`config.mk`:
```
export PLATFORM = sky130hd
export DESIGN_NAME = video_rx_monitor_flat
export DESIGN_NICKNAME = d
export VERILOG_FILES = /design/src/rtl/video_rx_if.sv /design/src/rtl/video_rx_monitor.sv /design/src/flat_wrapper.sv
export SDC_FILE = /design/constraint.sdc
export NUM_CORES = 1
export LEC_CHECK = 0
export BUFFER_PORTS_ARGS = -buffer_cell sky130_fd_sc_hd__buf_2
export CAP_MARGIN = 20
export CORE_MARGIN = 8
export CORE_UTILIZATION = 40
export CTS_BUF_LIST = sky130_fd_sc_hd__clkbuf_2
export DETAILED_ROUTE_END_ITERATION = 6
export SLEW_MARGIN = 25
export SYNTH_ARGS = -nofsm -noshare
export SYNTH_HDL_FRONTEND = slang
export SYNTH_SLANG_ARGS = --single-unit
```
`constraint.sdc`:
```
create_clock -name pixel_clk -period 22.5 [get_ports pixel_clk]
set_clock_uncertainty 0.2 [all_clocks]
set_input_delay 3.375 -clock pixel_clk [delete_from_list [all_inputs] [get_ports pixel_clk]]
set_output_delay 3.375 -clock pixel_clk [all_outputs]
set_load 0.03 [all_outputs]
```
`src/rtl/video_rx_if.sv`:
```
`default_nettype none
// ============================================================================
//  Module      : video_rx_if
//  Description : Parallel video bus (HS/VS active-low, BLANK high = active
//                pixel, 24-bit RGB). The source drives the master modport,
//                the monitor consumes the slave modport.
//  Revision    : 1.0 - initial release
// ============================================================================
interface video_rx_if;
    logic        vid_hs;
    logic        vid_vs;
    logic        vid_blank;
    logic [23:0] vid_rgb;

    modport master (output vid_hs, vid_vs, vid_blank, vid_rgb);
    modport slave  (input  vid_hs, vid_vs, vid_blank, vid_rgb);
endinterface
`default_nettype wire

```
`src/rtl/video_rx_monitor.sv`:
```
`default_nettype none
// ============================================================================
//  Module      : video_rx_monitor
//  Description : Sink-side video timing monitor. Registers the incoming video
//                bus, reconstructs pixel coordinates, measures line/frame
//                geometry, checks every frame against HDISP x VDISP and
//                declares lock after LOCK_FRAMES consecutive good frames.
//                Optional build macro VIDEO_RX_CHECKSUM_EN adds a rotating
//                32-bit checksum over the active pixels of each frame.
//  Revision    : 1.0 - initial release
// ============================================================================
module video_rx_monitor #(
    parameter int HDISP       = 800,
    parameter int VDISP       = 480,
    parameter int LOCK_FRAMES = 2,
    parameter int CW          = 12
) (
    input  logic          pixel_clk,
    input  logic          sys_rst,
    video_rx_if.slave     vid,
    output logic          pix_valid,
    output logic [CW-1:0] pix_x,
    output logic [CW-1:0] pix_y,
    output logic [23:0]   pix_rgb,
    output logic          frame_start,
    output logic          frame_err,
    output logic          locked,
    output logic [CW-1:0] meas_htotal,
    output logic [CW-1:0] meas_vtotal,
    output logic [CW-1:0] meas_hdisp,
    output logic [CW-1:0] meas_vdisp,
    output logic [31:0]   frame_sum
);

    localparam int            TW       = 2 * CW;
    localparam logic [CW-1:0] ONE      = CW'(1);
    localparam logic [CW-1:0] CNT_MAX  = {CW{1'b1}};
    localparam logic [CW:0]   RUN_ONE  = (CW + 1)'(1);
    localparam logic [CW:0]   HDISP_C  = (CW + 1)'(HDISP);
    localparam logic [CW-1:0] VDISP_C  = CW'(VDISP);
    localparam logic [3:0]    LOCK_C   = 4'(LOCK_FRAMES);
    localparam logic [TW-1:0] TO_ONE   = TW'(1);

    typedef enum logic [1:0] {
        S_SEARCH = 2'd0,
        S_VERIFY = 2'd1,
        S_LOCKED = 2'd2
    } lock_state_t;

    // Counters never wrap: a runaway count must not alias a valid value.
    function automatic logic [CW-1:0] sat_inc(input logic [CW-1:0] v);
        return (v == CNT_MAX) ? v : v + ONE;
    endfunction

    // ------------------------------------------------------------------------
    // Input stage (s1) and previous-value stage (s2) for edge detection
    // ------------------------------------------------------------------------
    logic        s1_hs, s1_vs, s1_blank;
    logic [23:0] s1_rgb;
    logic        s2_hs, s2_vs, s2_blank;

    logic hs_fall, vs_fall, blank_fall;

    // Register the video pins once, then keep one older copy for edges.
    always_ff @(posedge pixel_clk or posedge sys_rst) begin
        if (sys_rst) begin
            s1_hs    <= 1'b0;
            s1_vs    <= 1'b0;
            s1_blank <= 1'b0;
            s1_rgb   <= '0;
            s2_hs    <= 1'b0;
            s2_vs    <= 1'b0;
            s2_blank <= 1'b0;
        end else begin
            s1_hs    <= vid.vid_hs;
            s1_vs    <= vid.vid_vs;
            s1_blank <= vid.vid_blank;
            s1_rgb   <= vid.vid_rgb;
            s2_hs    <= s1_hs;
            s2_vs    <= s1_vs;
            s2_blank <= s1_blank;
        end
    end

    assign hs_fall    = s2_hs    & ~s1_hs;
    assign vs_fall    = s2_vs    & ~s1_vs;
    assign blank_fall = s2_blank & ~s1_blank;

    // ------------------------------------------------------------------------
    // Pixel output stage: coordinates travel with the data they describe
    // ------------------------------------------------------------------------
    // Second pipeline stage carrying pixel data and reconstructed coordinates.
    always_ff @(posedge pixel_clk or posedge sys_rst) begin
        if (sys_rst) begin
            pix_valid <= 1'b0;
            pix_rgb   <= '0;
            pix_x     <= '0;
            pix_y     <= '0;
        end else begin
            pix_valid <= s1_blank;
            pix_rgb   <= s1_rgb;
            if (s1_blank) begin
                pix_x <= s2_blank ? sat_inc(pix_x) : '0;
            end
            if (vs_fall) begin
                pix_y <= '0;
            end else if (blank_fall) begin
                pix_y <= sat_inc(pix_y);
            end
        end
    end

    // ------------------------------------------------------------------------
    // Line and frame measurement
    // ------------------------------------------------------------------------
    logic [CW-1:0] h_cnt;        // clocks since the last HS falling edge
    logic          h_seen;       // an HS edge has been seen, h_cnt is a line
    logic [CW-1:0] line_cnt;     // lines closed in the current frame
    logic [CW-1:0] ref_htotal;   // length of the first line of the frame
    logic [CW-1:0] act_cnt;      // active lines in the current frame
    logic [CW-1:0] last_hdisp;   // active width of the latest active line
    logic          frame_bad;
    logic          frame_open;   // a VS edge opened the frame being measured
    logic          verdict_vld;
    logic          verdict_bad;
    logic [TW-1:0] to_cnt;
    logic          timeout;

    logic          line_close;
    logic [CW:0]   run_len;
    logic [CW-1:0] run_sat;
    logic [CW-1:0] line_cnt_nx, ref_nx, act_nx, last_hd_nx;
    logic          bad_nx;
    logic          frame_bad_final;

    // pix_x still holds the last active column when BLANK falls.
    assign run_len    = {1'b0, pix_x} + RUN_ONE;
    assign run_sat    = run_len[CW] ? CNT_MAX : run_len[CW-1:0];
    assign line_close = hs_fall & h_seen;
    assign timeout    = &to_cnt;

    // Fold this cycle's line close and active-line end into the frame state,
    // so a line ending together with VS is counted in the closing frame.
    always_comb begin
        line_cnt_nx = line_cnt;
        ref_nx      = ref_htotal;
        act_nx      = act_cnt;
        last_hd_nx  = last_hdisp;
        bad_nx      = frame_bad;
        if (line_close) begin
            line_cnt_nx = sat_inc(line_cnt);
            if (line_cnt == '0) begin
                ref_nx = h_cnt;
            end else if (h_cnt != ref_htotal) begin
                bad_nx = 1'b1;
            end
        end
        if (blank_fall) begin
            act_nx     = sat_inc(act_cnt);
            last_hd_nx = run_sat;
            if (run_len != HDISP_C) begin
                bad_nx = 1'b1;
            end
        end
        frame_bad_final = bad_nx | (act_nx != VDISP_C);
    end

    // Per-line/per-frame counters, frame verdict and measurement registers.
    always_ff @(posedge pixel_clk or posedge sys_rst) begin
        if (sys_rst) begin
            h_cnt       <= '0;
            h_seen      <= 1'b0;
            line_cnt    <= '0;
            ref_htotal  <= '0;
            act_cnt     <= '0;
            last_hdisp  <= '0;
            frame_bad   <= 1'b0;
            frame_open  <= 1'b0;
            verdict_vld <= 1'b0;
            verdict_bad <= 1'b0;
            to_cnt      <= '0;
            frame_start <= 1'b0;
            frame_err   <= 1'b0;
            meas_htotal <= '0;
            meas_vtotal <= '0;
            meas_hdisp  <= '0;
            meas_vdisp  <= '0;
        end else begin
            frame_start <= vs_fall;
            frame_err   <= verdict_vld & verdict_bad;

            if (hs_fall) begin
                h_cnt  <= ONE;
                h_seen <= 1'b1;
            end else begin
                h_cnt <= sat_inc(h_cnt);
            end

            if (vs_fall || timeout) begin
                to_cnt <= '0;
            end else begin
                to_cnt <= to_cnt + TO_ONE;
            end

            if (vs_fall) begin
                // Only a frame that was opened by an earlier VS edge is judged.
                frame_open  <= 1'b1;
                verdict_vld <= frame_open;
                verdict_bad <= frame_bad_final;
                if (frame_open) begin
                    meas_htotal <= ref_nx;
                    meas_vtotal <= line_cnt_nx;
                    meas_hdisp  <= last_hd_nx;
                    meas_vdisp  <= act_nx;
                end
                line_cnt   <= '0;
                ref_htotal <= '0;
                act_cnt    <= '0;
                last_hdisp <= '0;
                frame_bad  <= 1'b0;
            end else if (timeout) begin
                // Signal lost: drop the partial frame, next VS only reopens.
                frame_open  <= 1'b0;
                verdict_vld <= 1'b0;
                line_cnt    <= '0;
                ref_htotal  <= '0;
                act_cnt     <= '0;
                last_hdisp  <= '0;
                frame_bad   <= 1'b0;
            end else begin
                verdict_vld <= 1'b0;
                line_cnt    <= line_cnt_nx;
                ref_htotal  <= ref_nx;
                act_cnt     <= act_nx;
                last_hdisp  <= last_hd_nx;
                frame_bad   <= bad_nx;
            end
        end
    end

    // ------------------------------------------------------------------------
    // Lock FSM
    // ------------------------------------------------------------------------
    lock_state_t state, state_nx;
    logic [3:0]  good_cnt, good_nx;

    // State register; locked follows the state one cycle later.
    always_ff @(posedge pixel_clk or posedge sys_rst) begin
        if (sys_rst) begin
            state    <= S_SEARCH;
            good_cnt <= '0;
            locked   <= 1'b0;
        end else begin
            state    <= state_nx;
            good_cnt <= good_nx;
            locked   <= (state == S_LOCKED);
        end
    end

    // Next-state: count consecutive good verdicts, any bad one restarts.
    always_comb begin
        state_nx = state;
        good_nx  = good_cnt;
        if (timeout) begin
            state_nx = S_SEARCH;
            good_nx  = '0;
        end else if (verdict_vld) begin
            if (verdict_bad) begin
                state_nx = S_SEARCH;
                good_nx  = '0;
            end else begin
                case (state)
                    S_SEARCH: begin
                        good_nx  = 4'd1;
                        state_nx = (LOCK_C <= 4'd1) ? S_LOCKED : S_VERIFY;
                    end
                    S_VERIFY: begin
                        good_nx  = good_cnt + 4'd1;
                        state_nx = ((good_cnt + 4'd1) >= LOCK_C) ? S_LOCKED : S_VERIFY;
                    end
                    S_LOCKED: begin
                        state_nx = S_LOCKED;
                    end
                    default: begin
                        state_nx = S_SEARCH;
                        good_nx  = '0;
                    end
                endcase
            end
        end
    end

    // ------------------------------------------------------------------------
    // Optional frame checksum
    // ------------------------------------------------------------------------
`ifdef VIDEO_RX_CHECKSUM_EN
    logic [31:0] sum;

    // Rotate-and-xor accumulator over active pixels, latched per frame.
    always_ff @(posedge pixel_clk or posedge sys_rst) begin
        if (sys_rst) begin
            sum       <= '0;
            frame_sum <= '0;
        end else if (vs_fall) begin
            if (frame_open) begin
                frame_sum <= sum;
            end
            sum <= '0;
        end else if (timeout) begin
            sum <= '0;
        end else if (s1_blank) begin
            sum <= {sum[30:0], sum[31]} ^ {8'h00, s1_rgb};
        end
    end
`else
    assign frame_sum = '0;
`endif

endmodule
`default_nettype wire

```
`src/flat_wrapper.sv`:
```
// flat-port wrapper written by rule: the top's interface ports become plain ports
module video_rx_monitor_flat 
#(
    parameter int HDISP       = 800,
    parameter int VDISP       = 480,
    parameter int LOCK_FRAMES = 2,
    parameter int CW          = 12
)
  (pixel_clk, sys_rst, pix_valid, pix_x, pix_y, pix_rgb, frame_start, frame_err, locked, meas_htotal, meas_vtotal, meas_hdisp, meas_vdisp, frame_sum, vid_vid_hs, vid_vid_vs, vid_vid_blank, vid_vid_rgb);
  video_rx_if vid_i ();
  input  logic pixel_clk;
  input  logic sys_rst;
  output logic pix_valid;
  output logic [CW-1:0] pix_x;
  output logic [CW-1:0] pix_y;
  output logic [23:0] pix_rgb;
  output logic frame_start;
  output logic frame_err;
  output logic locked;
  output logic [CW-1:0] meas_htotal;
  output logic [CW-1:0] meas_vtotal;
  output logic [CW-1:0] meas_hdisp;
  output logic [CW-1:0] meas_vdisp;
  output logic [31:0] frame_sum;
  input wire logic [$bits(vid_i.vid_hs)-1:0] vid_vid_hs;
  input wire logic [$bits(vid_i.vid_vs)-1:0] vid_vid_vs;
  input wire logic [$bits(vid_i.vid_blank)-1:0] vid_vid_blank;
  input wire logic [$bits(vid_i.vid_rgb)-1:0] vid_vid_rgb;
  assign vid_i.vid_hs = vid_vid_hs;
  assign vid_i.vid_vs = vid_vid_vs;
  assign vid_i.vid_blank = vid_vid_blank;
  assign vid_i.vid_rgb = vid_vid_rgb;
  video_rx_monitor #(.HDISP(HDISP), .VDISP(VDISP), .LOCK_FRAMES(LOCK_FRAMES), .CW(CW)) u_core (.pixel_clk(pixel_clk), .sys_rst(sys_rst), .vid(vid_i), .pix_valid(pix_valid), .pix_x(pix_x), .pix_y(pix_y), .pix_rgb(pix_rgb), .frame_start(frame_start), .frame_err(frame_err), .locked(locked), .meas_htotal(meas_htotal), .meas_vtotal(meas_vtotal), .meas_hdisp(meas_hdisp), .meas_vdisp(meas_vdisp), .frame_sum(frame_sum));
endmodule
```
==> results_dict.tcl, run 1 <==
set metrics [dict create \
    cts_buffers 56 \
    ys_ff_latch 224 \
    worstSkewPairLatency_ns 0.86 \
    rr_worst_depth 7 \
    p_seq_share_pct 53.4 \
    cp_data_arrival_time_ns 1.78 \
    tritoncts "yes" \
    worstPathRequired_ns 18.93 \
    synth_top_area_cell "dfrtp_1" \
    status "finished, final reports clean" \
    hpwl_um 13940 \
    die_h_um 171.0 \
    path_clk_slew_ns 0.11 \
    dieArea_um2 29260 \
    ios 161 \
    crit_buf_inv 1 \
    cp_cell_sequence "buf_2" \
    max_slew.worst_pin.slew_ns 0.8588 \
    drtPass1Iterations 4 \
    netlist_instances 910 \
    timing.final.crit_share_pct 23.82 \
    fmax_mhz 186.6 \
    min_path_type "register to register" \
    maxCapViolCount 0 \
    startpoint_type "register" \
    nFillCells 2304 \
    place_congestion 0.8248 \
    end_kind "output port" \
    timing.max_slew.rel_slack_pct 42.12 \
    grt_pass1_vias 6872 \
    swShare_pct 31.39 \
    ant_nets 0 \
    htreeDepth 2 \
    dp.cells 1322 \
    synth.most_common_cell "dfrtp_1" \
    min_to "u_core.pix_rgb[13]" \
    final_max_slew_viol_count 0 \
    vdd_drop_max_mv 0.04343 \
    path_max_fanout 14 \
    whs_path_depth 0 \
    cts_resized 0 \
    p_clk_share_pct 33.3 \
    wl_per_cell_um 14.61 \
    intPower_uw 577.0 \
    nets 1100 \
    min_from "u_core.s1_rgb[13]" \
    crit_slowest_cell "dfrtp_1" \
    synth_area_leaders "dfrtp_1 58%, nor2_1 4.8%, xnor2_1 3.8%" \
    grt_pass1_wl_um 34590 \
    cts-root-buf "clkbuf_2" \
    timing.rr.start "u_core.to_cnt[0]" \
    initial_core_util_pct 40.84 \
    synth_area_um2 9615 \
    grt_antenna_before_repair 1 \
    portBuffers 128 \
    cts_sinks 224 \
    ys_seq_area_share_pct 58.30 \
    viasPerCell 4.786 \
    ys.warnings.count 0 \
    hold_viol 0 \
    rows 56 \
    cp_slowest_stage_delay_ns 0.68 \
    cts_hold_buf 0 \
    synth_enable_flop_cells 0 \
    drive_gt1_share_pct 21.75 \
    grt_setup_unrepaired "false" \
    postSynthAreaPerCell_um2 10.57 \
    drtIter0Drc 355 \
    finalCriticalPeriod_ns 5.359 \
    clockBufferDepth 3 \
    finalSetupTns_ns 0 \
    netlist.area_leader.share_pct 58.30 \
    vias 6835 \
    post_cts_buffers 0 \
    p_leak_nw 5.418 \
    drc 0 \
    grt_use_total_pct 14.43 \
    setup_violations 0 \
    routed_wl_um 20870 \
    synthArstFlopShare_pct 100.0 \
    overflow 0 \
    p_per_area_nw_per_um2 76.87 \
    core_area_um2 23540 \
    syn_to_final_growth_pct 13.79 \
    pwr-share-comb_pct 13.3 \
    die-width_um 171.0 \
    fin_cells 1428 \
    timing.rr.end "u_core.to_cnt[6]" \
    synthFlopType "dfrtp_1" \
    power_switching_uw 264.0 \
    synth_cell_types 61 \
    critPathTopFamily "flip-flops" \
    rrSetupSlack_ns 19.42 \
    criticalPathCategory "register to output port" \
    ys_top_cells_by_count "224 x dfrtp_1, 122 x nor2_1, 94 x nand2_1" \
    top_regs "u_core.pix_rgb: 24 flops, u_core.s1_rgb: 24 flops, u_core.to_cnt: 24 flops" \
    grt_max_degree 152 \
]
## how the worst max path moves through the flow
stage                     slack, ns  depth (start not counted)                  to             from
after floorplan               12.79                          1   u_core.act_cnt[0]          sys_rst
after global placement        17.03                          3  u_core.good_cnt[2]          sys_rst
after detailed placement      17.00                          3  u_core.good_cnt[2]          sys_rst
after CTS                     17.02                          1           pix_valid  u_core.s2_blank
after global routing          16.96                          1           pix_valid  u_core.s2_blank
final                         17.14                          1           pix_valid  u_core.s2_blank
## power by group through the flow
stage / sequential [mW] / clock (mW) / combinational (mW)
floorplan: 0.474 / 0 / 0.0670
global placement: 0.456 / 0 / 0.113
detailed placement: 0.457 / 0 / 0.114
CTS: 0.449 / 0.296 / 0.115
global route: 0.453 / 0.316 / 0.125
finish: 0.449 / 0.280 / 0.112
## cells by family (layout without fill, tap and decap cells)
kind of cell / after synthesis / count (layout) / share of synthesized area (%)
AOI/OAI and AO/OA: 122 / 122 / 7.365
xor gates and xnor gates: 72 / 72 / 6.558
adders and majority gates: 9 / 9 / 1.171
buffers and inverters: 89 / 256 / 5.348
DFF: 224 / 224 / 58.30
muxes: 25 / 25 / 2.667
other: 1 / 33 / 0.03900
and+or+nand+nor: 368 / 368 / 18.56
## stage by stage
stage / power [mW] / setup WS, ns / hold WS (ns) / util (%) / area, um2
after detailed placement: 0.5708 / 17.00 / 0.1347 / 44.06 / 10370
final: 0.8411 / 17.14 / 0.1423 / 46.48 / 10940
after floorplan: 0.5413 / 12.79 / 0.1312 / - / 9732
after global placement: 0.5693 / 17.03 / 0.1315 / 44.06 / 10370
after CTS: 0.8596 / 17.02 / 0.1548 / 46.36 / 10910
after global routing: 0.8939 / 16.96 / 0.1494 / 46.48 / 10940
## placed cells by master, fill, tap and decap left out, types with 8 or more instances in the layout
master and instances:
nand3_1 33, and3_1 11, inv_1 17, ha_1 9, or3_1 9, o31ai_1 8, nor3_1 12, xnor2_1 42
o21ai_0 69, a21oi_1 19, nor2_1 122, clkinv_1 15, conb_1 32, nand2_1 93, mux2i_1 20, buf_2 128
dfrtp_1 224, and2_1 14, clkbuf_2 85, nand4_1 28, xor2_1 30
## layer usage
layer	share of wire [%]	GRT usage [%]
met2	46	23.36
met5	0	0
met4	1.7	4.726
met1	45	18.31
met3	7.2	4.264
## final cells by class
class / count / area (um2) / share of cell area, %
multi-input cells: 628 / 3615 / 33.04
clock inverters: 19 / 116.4 / 1.063
clock buffers: 85 / 425.4 / 3.888
flip-flops and latches: 224 / 5605 / 51.23
repair buffers: 134 / 698.2 / 6.381
well taps: 319 / 399.1 / 3.648
diodes: 1 / 2.502 / 0.02287
inverters: 18 / 80.08 / 0.7318
No activity file was read; power rests on OpenSTA's default activity.
==> inputs of run 2 (changes only) <==
- ABC_AREA: unset -> 1
- clock period: 22.5 -> 4.9 ns (I/O delays scaled with it)
==> results_dict.tcl, run 2 <==
set metrics [dict create \
    p_clk_share_pct 31.9 \
    place_congestion 0.8521 \
    intPower_mw 2.637 \
    viasPerCell 4.689 \
    cts-root-buf "clkbuf_2" \
    die-width_um 173.3 \
    grt_pass1_wl_um 38640 \
    crit_top_cell "nand2_2" \
    worstSkewPairLatency_ns 0.81 \
    grt_use_total_pct 15.15 \
    clockBufferDepth 3 \
    nets 1340 \
    ios 161 \
    ys_ff_latch 224 \
    die_h_um 173.3 \
    grt_pass1_vias 7856 \
    p_seq_share_pct 53.4 \
    final_max_slew_viol_count 0 \
    hold_viol 0 \
    crit_slowest_cell "nand2_2" \
    final_cell_mix "224 x dfrtp_1, 222 x nand2_1, 151 x nor2_1" \
    grt_antenna_before_repair 1 \
    hpwl_um 15310 \
    vias 7812 \
    fmax_mhz 311.8 \
    synthArstFlopShare_pct 100.0 \
    startpoint_type "register" \
    worstPathRequired_ns 5.33 \
    syn_to_final_growth_pct 16.34 \
    wl_per_cell_um 13.66 \
    timing.final.crit_share_pct 65.46 \
    vdd_drop_max_mv 0.2206 \
    path_clk_slew_ns 0.10 \
    synth_area_um2 9894 \
    p_leak_nw 5.790 \
    ys_top_cells_by_count "224 x dfrtp_1, 222 x nand2_1, 152 x nor2_1" \
    netlist_instances 1110 \
    portBuffers 128 \
    timing.max_slew.rel_slack_pct 34.04 \
    finalSetupTns_ns 0 \
    drtPass1Iterations 7 \
    p_per_area_nw_per_um2 335.6 \
    cp_data_arrival_time_ns 3.64 \
    ant_nets 0 \
    max_slew.worst_pin.slew_ns 0.9859 \
    drive_gt1_share_pct 17.60 \
    grt_setup_unrepaired "false" \
    power_mw 3.864 \
    finalCriticalPeriod_ns 3.207 \
    core_area_um2 24320 \
    postSynthAreaPerCell_um2 8.914 \
    criticalPathCategory "register to register" \
    cp_slowest_stage_delay_ns 0.78 \
    synth_enable_flop_cells 0 \
    cp_cell_sequence "ha_1 -> nand3_1 -> nor2_2 -> nand2_2 -> nor2_4 -> nand2_2 -> nor3_4 -> nand4_4 -> nand2_2 -> buf_4 -> nor2_1" \
    ys.warnings.count 0 \
    power_switching_mw 1.227 \
    cts_buffers 58 \
    setup_violations 0 \
    synth.most_common_cell "dfrtp_1" \
    routed_wl_um 22760 \
    synth_area_leaders "dfrtp_1 57%, nand2_1 8.4%, nor2_1 5.8%" \
    maxCapViolCount 0 \
    finish.utilization_pct 47.33 \
    overflow 0 \
    netlist.area_leader.share_pct 56.65 \
    synth_cell_types 42 \
    tritoncts "yes" \
    cts_sinks 224 \
    grt_max_degree 162 \
    synthFlopType "dfrtp_1" \
    min_path_type "register to register" \
    layout_commonest_cell "dfrtp_1" \
    rows 57 \
    status "finished, final reports clean" \
    ys_seq_area_share_pct 56.65 \
    cts_resized 0 \
    htreeDepth 2 \
    synth_top_area_cell "dfrtp_1" \
    top_regs "u_core.pix_rgb: 24 flops, u_core.s1_rgb: 24 flops, u_core.to_cnt: 24 flops" \
    drc 0 \
    drtIter0Drc 538 \
    pwr-share-comb_pct 14.7 \
    end_kind "register" \
    dieArea_um2 30020 \
    swShare_pct 31.75 \
    initial_core_util_pct 40.69 \
    path_max_fanout 48 \
]
-- run 2: cell types whose count changed after synthesis, sizes merged, moves of 9 or more --
cell    delta
o21ai     +23
and2      -14
nand2    +131
xor2      -11
or3        -9
xnor2     -26
nand4     -13
mux2i     -12
nor3      +14
inv      +101
and3      -11
nand3     +49
clkbuf     -9
nor2      +34
-- run 2: power by group through the flow --
stage	registers, mW	clock network, mW	logic [mW]
final	2.06	1.23	0.566
after global routing	2.08	1.39	0.635
after CTS	2.06	1.30	0.575
after detailed placement	2.10	0	0.558
after global placement	2.09	0	0.549
after floorplan	2.20	0	0.310
-- run 2: worst max-delay path: cells and delay by family (launching register included) --
| kind | cells | cell delay, ns |
|---|---|---|
| AND/OR/NAND/NOR | 9 | 1.93 |
| flip-flops | 1 | 0.37 |
| buffers and inverters | 1 | 0.37 |
| adder cells (fa/ha/maj) | 1 | 0.19 |
-- run 2: final cells by class --
type	instances	area [um2]
Timing Repair Buffer	160	963.4
Multi-Input combinational cell	739	3580
Tap cell	324	405.4
Inverter	119	450.4
Clock inverter	18	98.84
Fill cell	2403	12810
Clock buffer	81	405.4
Antenna cell	1	2.502
Sequential cell	224	5605
-- run 2: logic make-up (layout without fill, tap and decap cells) --
logic type / after synthesis / in the layout / synth area share, %
AND/OR/NAND/NOR: 516 / 516 / 22.19
flip-flops: 224 / 224 / 56.65
buffers and inverters: 178 / 378 / 8.422
AO/OA/AOI/OAI: 139 / 139 / 7.651
XOR/XNOR: 35 / 35 / 3.098
adder cells (fa/ha/maj): 9 / 9 / 1.138
multiplexers: 8 / 8 / 0.8093
other: 1 / 33 / 0.03790
-- run 2: final timing paths --
check                                       from                   end  slack [ns]  depth (start not counted)
worst max-delay path            u_core.to_cnt[0]  u_core.last_hdisp[2]        1.69                         11
worst min-delay path            u_core.s1_rgb[1]     u_core.pix_rgb[1]        0.15                          0
worst max register to register  u_core.to_cnt[0]  u_core.last_hdisp[2]        1.69                         11
worst min register to register  u_core.s1_rgb[1]     u_core.pix_rgb[1]        0.15                          0
max in group asynchronous                sys_rst      u_core.to_cnt[2]        3.21                          4
min in group asynchronous                sys_rst    u_core.pix_rgb[23]        0.53                          4
-- run 2: timing repair --
action / CTS / global route
buffers inserted: 0 / 0
hold endpoints to repair: 175 / 0
hold buffers: 28 / 0
-- run 2: routing by layer --
layer	up-vias	wire (um)	track usage, %
li1	3923	-	-
met1	3629	10430	19.64
met2	223	10430	24.07
met3	37	1495	4.422
met4	0	404	4.815
met5	-	0	0
-- run 2: metrics by stage --
step	instance area (um2)	hold slack [ns]	setup WS [ns]	instances
finish	11510	0.1456	1.693	1666
global route	11510	0.1540	1.322	1666
CTS	11510	0.1354	1.617	1665
detailed placement	10720	0.1347	1.659	1538
global placement	10720	0.1312	1.748	1538
floorplan	10010	0.1312	1.041	1141
==> inputs of run 3 (changes only) <==
- clock period: 4.9 -> 2.7 ns (I/O delays scaled with it)
==> results_dict.tcl, run 3 (synthesized netlist as in run 2, its figures left out) <==
set metrics [dict create \
    status "finished, final reports clean" \
    grtUsageMet3_pct 4.422 \
    dpl_cell_area_um2 10900 \
    criticalPathCategory "register to register" \
    ios 161 \
    rrSetupSlack_ns 0.27 \
    dieArea_um2 30020 \
    ant_nets 0 \
    hpwl_um 16130 \
    maxCapViolCount 0 \
    p_per_area_nw_per_um2 589.7 \
    vias 8091 \
    nets 1390 \
    grt_busiest_layer "met2" \
    worstPathRequired_ns 3.21 \
    use_met2_pct 25.42 \
    htreeDepth 2 \
    min_to "u_core.pix_rgb[17]" \
    cts-root-buf "clkbuf_2" \
    path_clk_slew_ns 0.10 \
    p_leak_nw 6.031 \
    timing.final.crit_share_pct 89.93 \
    tritoncts "yes" \
    final_cell_mix "224 x dfrtp_1, 222 x nand2_1, 150 x nor2_1" \
    overflow 0 \
    end_kind "register" \
    viasPerCell 4.723 \
    setup_violations 0 \
    finalCriticalPeriod_ns 2.428 \
    core_area_um2 24320 \
    wl_per_cell_um 13.60 \
    rr_worst_depth 11 \
    min_from "u_core.s1_rgb[17]" \
    final_area_um2 11980 \
    die_h_um 173.3 \
    die-width_um 173.3 \
    grt_antenna_before_repair 1 \
    rows 57 \
    hold_viol 0 \
    fmax_mhz 411.9 \
    final_max_slew_viol_count 0 \
    cts_buffers 59 \
    min_path_type "register to register" \
    top_regs "u_core.pix_rgb: 24 flops, u_core.s1_rgb: 24 flops, u_core.to_cnt: 24 flops" \
    worstSkewPairLatency_ns 0.87 \
    timing.rr.start "u_core.pix_y[0]" \
    path_max_fanout 8 \
    max_slew.worst_pin.slew_ns 0.8358 \
    drc 0 \
    layout_commonest_cell "dfrtp_1" \
    timing.rr.end "u_core.pix_y[4]" \
    met1_usage_pct 20.05 \
    grt_pass1_wl_um 40270 \
    grt_use_total_pct 15.70 \
    setup_slack_ns 0.2719 \
    whs_path_depth 0 \
    place_congestion 0.8266 \
    finalSetupTns_ns 0 \
    vdd_drop_max_mv 0.3905 \
    initial_core_util_pct 40.69 \
    grt_max_degree 96 \
    drive_gt1_share_pct 19.02 \
    routed_wl_um 23300 \
    startpoint_type "register" \
    portBuffers 128 \
    pre_cts_slack_ns 0.2451 \
    syn_to_final_growth_pct 21.10 \
    drtIter0Drc 458 \
    cp_data_arrival_time_ns 2.93 \
    cts_sinks 224 \
    clockBufferDepth 3 \
    grt_pass1_vias 8265 \
    timing.max_slew.rel_slack_pct 44.28 \
    drtPass1Iterations 5 \
]
## run 3: cell types whose count changed in the layout (fill, tap and decap cells not counted), sizes merged, moves of 2 or more
cell / previous run / this run
buf: 132 / 153
clkbuf: 81 / 85
clkinv: 16 / 10
dlygate4sd3: 28 / 56
inv: 118 / 120
## run 3: metal layers
metal | wire length [um] | vias to the layer above
met2 | 10890 | 233
met4 | 427 | 0
li1 | - | 4016
met1 | 10510 | 3800
met3 | 1478 | 42
met5 | 0 | -
## run 3: worst max-delay path by stage
| stage | from | depth (start not counted) | end |
|---|---|---|---|
| floorplan | sys_rst | 1 | u_core.act_cnt[0] |
| global placement | u_core.pix_y[0] | 11 | u_core.pix_y[4] |
| detailed placement | u_core.pix_y[0] | 11 | u_core.pix_y[4] |
| CTS | u_core.pix_y[0] | 11 | u_core.pix_y[4] |
| global route | u_core.pix_y[0] | 11 | u_core.pix_y[4] |
| finish | u_core.pix_y[0] | 11 | u_core.pix_y[4] |
## run 3: final cells by class
cell class / count / area, um2
antenna: 1 / 2.502
tap: 324 / 405.4
inverter: 119 / 450.4
fill: 2385 / 12340
sequential: 224 / 5605
timing repair buffer: 209 / 1439
multi-input combinational: 739 / 3585
clock buffer: 85 / 425.4
clock inverter: 12 / 70.07
## run 3: repair_timing
action	in CTS	in global routing
setup endpoints to repair	0	7
hold buffers	56	0
endpoints found under the hold margin	251	0
resized for setup	0	2
buffers inserted	0	2
## run 3: where the power goes
part           internal [mW]  total (mW)  switching [mW]
Clock                  0.857        2.24            1.38
Sequential              3.58        3.73           0.155
Combinational          0.359        1.09           0.733
Total                   4.80        7.07            2.27
## run 3: stage by stage
| step | power [mW] | utilization [%] | instances | hold WS [ns] |
|---|---|---|---|---|
| 2_1_floorplan | 4.552 | - | 1141 | 0.1312 |
| 3_3_place_gp | 4.827 | 44.82 | 1557 | 0.1312 |
| 3_5_place_dp | 4.842 | 44.82 | 1557 | 0.1347 |
| 4_1_cts | 7.209 | 49.16 | 1710 | 0.1461 |
| 5_1_grt | 7.546 | 49.27 | 1713 | 0.1526 |
| 6_report | 7.066 | 49.27 | 1713 | 0.1400 |
## run 3: critical path: stages, from the launching register on
cell and delay, ns:
dfrtp_1 0.43, ha_1 0.21, nand3_1 0.14, nor2_2 0.20, nand2_1 0.09, inv_1 0.08, nand3_1 0.13, o21ai_4 0.24
nand2_2 0.15, inv_1 0.16, nor2_1 0.06, o21a_1 0.16
